===== src/rtl/aes_pkg.sv =====
// Shared types, constants and byte helpers for the AES-128 key schedule controller.
package aes_pkg;

    typedef enum logic [1:0] {
        ST_IDLE,
        ST_EXPAND,
        ST_DONE
    } ks_state_t;

    localparam int NUM_ROUNDS = 10;
    localparam int NK         = 4;
    localparam logic [7:0] RCON_INIT = 8'h01;

    // Forward S-box; entry 0 is the leftmost byte of the literal.
    localparam logic [0:255][7:0] SBOX = {
        128'h637c777bf26b6fc53001672bfed7ab76, 128'hca82c97dfa5947f0add4a2af9ca472c0,
        128'hb7fd9326363ff7cc34a5e5f171d83115, 128'h04c723c31896059a071280e2eb27b275,
        128'h09832c1a1b6e5aa0523bd6b329e32f84, 128'h53d100ed20fcb15b6acbbe394a4c58cf,
        128'hd0efaafb434d338545f9027f503c9fa8, 128'h51a3408f929d38f5bcb6da2110fff3d2,
        128'hcd0c13ec5f974417c4a77e3d645d1973, 128'h60814fdc222a908846eeb814de5e0bdb,
        128'he0323a0a4906245cc2d3ac629195e479, 128'he7c8376d8dd54ea96c56f4ea657aae08,
        128'hba78252e1ca6b4c6e8dd741f4bbd8b8a, 128'h703eb5664803f60e613557b986c11d9e,
        128'he1f8981169d98e949b1e87e9ce5528df, 128'h8ca1890dbfe6426841992d0fb054bb16
    };

    function automatic logic [7:0] xtime(input logic [7:0] b);
        return {b[6:0], 1'b0} ^ (b[7] ? 8'h1b : 8'h00);
    endfunction

endpackage


===== src/rtl/aes_sub_word.sv =====
// SubWord: four independent S-box lookups on a 32-bit word, purely combinational.
module aes_sub_word
    import aes_pkg::*;
(
    input  logic [31:0] word,
    output logic [31:0] sub
);

    for (genvar gi = 0; gi < 4; gi++) begin : g_byte
        assign sub[gi*8 +: 8] = SBOX[word[gi*8 +: 8]];
    end

endmodule


===== src/rtl/aes_key_sched_ctrl.sv =====
// Iterative AES-128 key expansion (one round key per clock) with an indexed round-key read port.
// Optional build macro AES_KEY_ZEROIZE_EN adds a zeroize input that wipes all stored key material.
module aes_key_sched_ctrl #(
    parameter int NUM_ROUNDS = 10
) (
    input  logic         clk,
    input  logic         reset,
`ifdef AES_KEY_ZEROIZE_EN
    input  logic         zeroize,
`endif
    input  logic         key_valid,
    output logic         key_ready,
    input  logic [0:127] key,
    output logic         busy,
    output logic         keys_valid,
    output logic         done,
    input  logic         rk_req,
    input  logic [3:0]   rk_idx,
    output logic         rk_valid,
    output logic [0:127] rk_data
);
    import aes_pkg::*;

    localparam logic [3:0] LAST = 4'(NUM_ROUNDS);

    ks_state_t    state_reg;
    logic [3:0]   round_reg;
    logic [7:0]   rcon_reg;
    logic [127:0] rk_mem [0:NUM_ROUNDS];
    logic [127:0] prev_key_reg;
    logic         busy_reg;
    logic         keys_valid_reg;
    logic         done_reg;
    logic         rk_valid_reg;
    logic [127:0] rk_data_reg;

    logic [127:0] key_word;
    logic [31:0]  p0, p1, p2, p3, sub, t, w0, w1, w2, w3;
    logic         zero_req;
    logic         accept;
    logic         rd_ok;

    assign key_word = key;

`ifdef AES_KEY_ZEROIZE_EN
    assign zero_req = zeroize;
`else
    assign zero_req = 1'b0;
`endif

    // The previous round key is kept in its own register so the next-key path
    // starts at a flop instead of behind an 11-way array mux.
    assign {p0, p1, p2, p3} = prev_key_reg;

    aes_sub_word u_sub_word (
        .word ({p3[23:0], p3[31:24]}),
        .sub  (sub)
    );

    assign t  = sub ^ {rcon_reg, 24'h0};
    assign w0 = p0 ^ t;
    assign w1 = p1 ^ w0;
    assign w2 = p2 ^ w1;
    assign w3 = p3 ^ w2;

    assign key_ready = ~reset && (state_reg != ST_EXPAND);
    assign accept    = key_valid && (state_reg != ST_EXPAND);

    // An index being written on this edge is not yet readable, so reads
    // during EXPAND stop below round_reg and rk[0] is blocked while reloading.
    always_comb begin
        rd_ok = 1'b0;
        case (state_reg)
            ST_EXPAND: rd_ok = (rk_idx < round_reg);
            ST_DONE:   rd_ok = (rk_idx <= LAST) && !(accept && rk_idx == 4'd0);
            default:   rd_ok = 1'b0;
        endcase
    end

    always_ff @(posedge clk or posedge reset) begin
        if (reset) begin
            state_reg      <= ST_IDLE;
            round_reg      <= 4'd0;
            rcon_reg       <= RCON_INIT;
            prev_key_reg   <= '0;
            busy_reg       <= 1'b0;
            keys_valid_reg <= 1'b0;
            done_reg       <= 1'b0;
            rk_valid_reg   <= 1'b0;
            rk_data_reg    <= '0;
            for (int i = 0; i <= NUM_ROUNDS; i++) rk_mem[i] <= '0;
        end else if (zero_req) begin
            state_reg      <= ST_IDLE;
            round_reg      <= 4'd0;
            rcon_reg       <= RCON_INIT;
            prev_key_reg   <= '0;
            busy_reg       <= 1'b0;
            keys_valid_reg <= 1'b0;
            done_reg       <= 1'b0;
            rk_valid_reg   <= 1'b0;
            rk_data_reg    <= '0;
            for (int i = 0; i <= NUM_ROUNDS; i++) rk_mem[i] <= '0;
        end else begin
            done_reg     <= 1'b0;
            rk_valid_reg <= rk_req && rd_ok;
            rk_data_reg  <= (rk_req && rd_ok) ? rk_mem[rk_idx] : '0;
            case (state_reg)
                ST_IDLE, ST_DONE: begin
                    if (key_valid) begin
                        rk_mem[0]      <= key_word;
                        prev_key_reg   <= key_word;
                        round_reg      <= 4'd1;
                        rcon_reg       <= RCON_INIT;
                        busy_reg       <= 1'b1;
                        keys_valid_reg <= 1'b0;
                        state_reg      <= ST_EXPAND;
                    end
                end
                ST_EXPAND: begin
                    rk_mem[round_reg] <= {w0, w1, w2, w3};
                    prev_key_reg      <= {w0, w1, w2, w3};
                    rcon_reg          <= xtime(rcon_reg);
                    if (round_reg == LAST) begin
                        state_reg      <= ST_DONE;
                        busy_reg       <= 1'b0;
                        done_reg       <= 1'b1;
                        keys_valid_reg <= 1'b1;
                    end else begin
                        round_reg <= round_reg + 4'd1;
                    end
                end
                default: state_reg <= ST_IDLE;
            endcase
        end
    end

    assign busy       = busy_reg;
    assign keys_valid = keys_valid_reg;
    assign done       = done_reg;
    assign rk_valid   = rk_valid_reg;
    assign rk_data    = rk_data_reg;

endmodule


===== config.mk =====
export PLATFORM = sky130hd
export DESIGN_NAME = aes_key_sched_ctrl
export DESIGN_NICKNAME = d
export VERILOG_FILES = /design/src/rtl/aes_pkg.sv /design/src/rtl/aes_sub_word.sv /design/src/rtl/aes_key_sched_ctrl.sv
export SDC_FILE = /design/constraint.sdc
export NUM_CORES = 2
export LEC_CHECK = 0
export CORE_MARGIN = 1
export CORE_UTILIZATION = 40
export CTS_BUF_LIST = sky130_fd_sc_hd__clkbuf_4
export CTS_CLUSTER_DIAMETER = 150
export DETAILED_ROUTE_END_ITERATION = 7
export HOLD_SLACK_MARGIN = 0.1
export PLACE_DENSITY_LB_ADDON = 0.08
export SETUP_SLACK_MARGIN = 0.4
export SYNTH_ARGS = -nofsm -noshare
export SYNTH_HDL_FRONTEND = slang
export SYNTH_SLANG_ARGS = --single-unit
export TNS_END_PERCENT = 10

===== constraint.sdc =====
create_clock -name clk -period 96.6 [get_ports clk]
set_clock_uncertainty 0.15 [all_clocks]
set_input_delay 19.32 -clock clk [delete_from_list [all_inputs] [get_ports clk]]
set_output_delay 19.32 -clock clk [all_outputs]
set_load 0.02 [all_outputs]

==> impl_results.md <==
- Outcome: finished with violations
- Failing checks: DRC
- Global-route wire length before repair: approximately 540000 um
- Worst Setup Slack, final: 56.49 ns
- Final Max Tran Viols: 0
- Synth Instances: 9643
- Hold Path Stages: 2
- Share of layout cells above drive strength 1: 14.38%
- Cts bufs inserted: 474
- Highest fanout seen on the critical path: 2
- Number of detailed-route iterations in the first pass: 8
- Top library cells by usage in the layout, fill and taps aside: 1862 x nand2_1, 1806 x o21ai_0, 1664 x dfrtp_1, 704 x clkbuf_4, 358 x mux2i_1
- Port buffer count: 268
- Nets@finish: 9795
- Number of maximum-capacitance violations: 0
- DP Worst Slack: 56.45 ns
- Maximum number of pins on one net before global-route repair: 172
- Global routing usage summed across all routing layers: 31.87%
- Final routed wire length divided by cell count: 28.39 um
- Reg-to-reg setup timing slack: about 90 ns
- Fraction of registers with async set/reset: 100.0%
- Post_cts resized: 0
- Worst slew pin tran: 1.307 ns
- Skew-Pair Late Insertion Delay: 1.47 ns
- Post-route antenna net violation count: 0
- Number of top-level design ports: between 200 and 300
- Count of routing violations after the opening detailed-route iteration: 8005
- DRC Markers: 30
- Share of the clock period used by the worst path after layout: around 42%
- Max frequency: approximately 0.025 GHz
- Antenna violations before repair: 29
- Dominant register cell in the synthesized netlist: dfrtp_1
- Count of final setup violators: 0
- Worst EP required: 77.13 ns
- Layout-stage area growth over the synthesis result: 11.48%
- Final wirelength: 367500 um
- CTS H-tree depth: 5
- Number of global-route vias before repair: 74660
- Clock-pin slew of the registers on the worst-case setup and hold paths: 0.06 ns
- Most frequent standard cell in the layout excluding fill and tap cells: nand2_1
- Combined area of all synthesized cells: between 0.09 and 0.1 mm2
- HPWL Detailed: 232400 um
- Num rows: between 150 and 200
- Arrival time reported for the critical path endpoint: approximately 21 ns
- Endpoint class of the critical path: output port
- Portion of the post-synthesis area used by sequential elements: 46.45%
- Count of different cell masters after synthesis: 105
- RSZ-0062 raised after global routing: no
- Cell count of the worst reg-to-reg path: 14
- Total congestion overflow: 0
- Synth warnings: 0
- Hold Fails Final Rpt: 0
- Detail-routed via count per cell: 5.933
- Net count of the mapped netlist: between 9000 and 10000
- Syn_area_per_cell: 9.397 um2
- Floorplan die width: 478.0 um
- Buffer depth of the longest clock path: 4
- Clock sink total: between 1500 and 2000
- Placeable core region: 0.2249 mm2
- Type of the most critical hold path: reg2reg
- Post-CTS setup repair buffer count: 0
- Worst rel slew slack: 11.94%
- Endpoint of the lowest-slack register-to-register path: rk_mem[1346]
- Minimum clock period: 40.11 ns
- RePlAce Congestion: 0.9467
- Hold-fix buffers at CTS: 0
- Launch point of the worst reg-to-reg path: prev_key_reg[25]
- Die area: 0.2285 mm2
- Flip-flop count of the largest register, all copies and words added: 1408
- Root buffer cell: clkbuf_4
- Initial cell density of the core: 40.29%
- Die boundary height: 478.0 um
- Number of flops mapped to enable cells by yosys: 0
- Post-route core utilization: between 40% and 50%
- CTS tree: done
- #FFs+latches synth: 1682
- Min-delay src: rk_mem[1165]
- Routed vias: 76780
- Sum Neg Setup Slack: 0 ns
- Critical path launch point type: primary input
- Hold path endpoint: rk_mem[1165]
- Type of the worst setup path: in2out
[cell type report]
type                       count  area, um2
clock buffer                 704       5285
tap                         2992       3744
clock inverter               111      604.3
fill                       21970     123900
sequential                  1682      42120
timing repair buffer         492       4543
inverter                      68      267.8
multi-input combinational   6874      44410
antenna                       18      45.04
[cells in the mapped netlist, drive strengths merged (46+ instances only)]
| cell type | count | area (um2) |
|---|---|---|
| mux2i | 359 | 3597 |
| dfrtp | 1681 | 42070 |
| a311oi | 46 | 402.9 |
| mux4 | 304 | 6847 |
| buf | 217 | 1112 |
| and3 | 56 | 350.3 |
| xnor2 | 97 | 902.1 |
| nor3 | 94 | 470.5 |
| nand2 | 1877 | 7048 |
| clkbuf | 802 | 3012 |
| inv | 58 | 217.7 |
| nor2b | 93 | 581.8 |
| ha | 67 | 838.3 |
| a21o | 49 | 367.9 |
| nand2b | 108 | 683.2 |
| a211oi | 72 | 555.5 |
| nor2 | 249 | 939.7 |
| o21ai | 1821 | 9163 |
| a31oi | 60 | 375.4 |
| nand3 | 124 | 620.6 |
| a21oi | 357 | 1787 |
| o22ai | 105 | 656.9 |
| xor2 | 57 | 529.3 |
| o211ai | 69 | 518.0 |
| and2 | 161 | 1007 |
[metal layers]
layer	GRT usage (%)	share of wire, %	vias to the layer above
met5	0	0.0060	-
met4	15.87	5.0	4
met3	5.784	7.0	642
met2	47.79	44	3121
met1	44.25	44	38670
li1	-	-	34340
[cell families (layout without fill, tap and decap cells)]
kind of cell | after synthesis | count (layout) | synth area share (%)
compound gates | 2986 | 2986 | 19.22
simple gates | 2947 | 2947 | 14.37
flops | 1682 | 1682 | 46.45
buf+inv | 1087 | 1375 | 4.833
mux | 689 | 689 | 11.85
xor+xnor | 185 | 185 | 2.358
fa+ha+maj | 67 | 67 | 0.9251
other cells | 0 | 18 | 0
[how the worst max path moves through the flow]
stage               slack, ns        end  depth (start not counted)  start
detailed placement      56.45  key_ready                          3  reset
global route            56.43  key_ready                          3  reset
CTS                     56.45  key_ready                          3  reset
global placement        56.42  key_ready                          3  reset
floorplan               29.66       busy                          1  reset
finish                  56.49  key_ready                          3  reset
[critical path, cell delays in order]
cell and delay, ns:
clkdlybuf4s50_1 0.52, nor2_1 0.17, clkdlybuf4s50_1 0.63
[metrics by stage]
| stage | instances | hold slack, ns | instance area, um2 |
|---|---|---|---|
| 6_report | 12940 | 0.3243 | 101000 |
| 5_1_grt | 12930 | 0.3412 | 101000 |
| 4_1_cts | 12920 | 0.3282 | 101000 |
| 3_5_place_dp | 12110 | 0.3110 | 95090 |
| 3_3_place_gp | 12110 | 0.3060 | 95090 |
| 2_1_floorplan | 9643 | 0.2841 | 90620 |
Power is left out: the tool's default activity adds up to more than one toggle a clock period on the data nets, which glitch-free logic cannot reach.
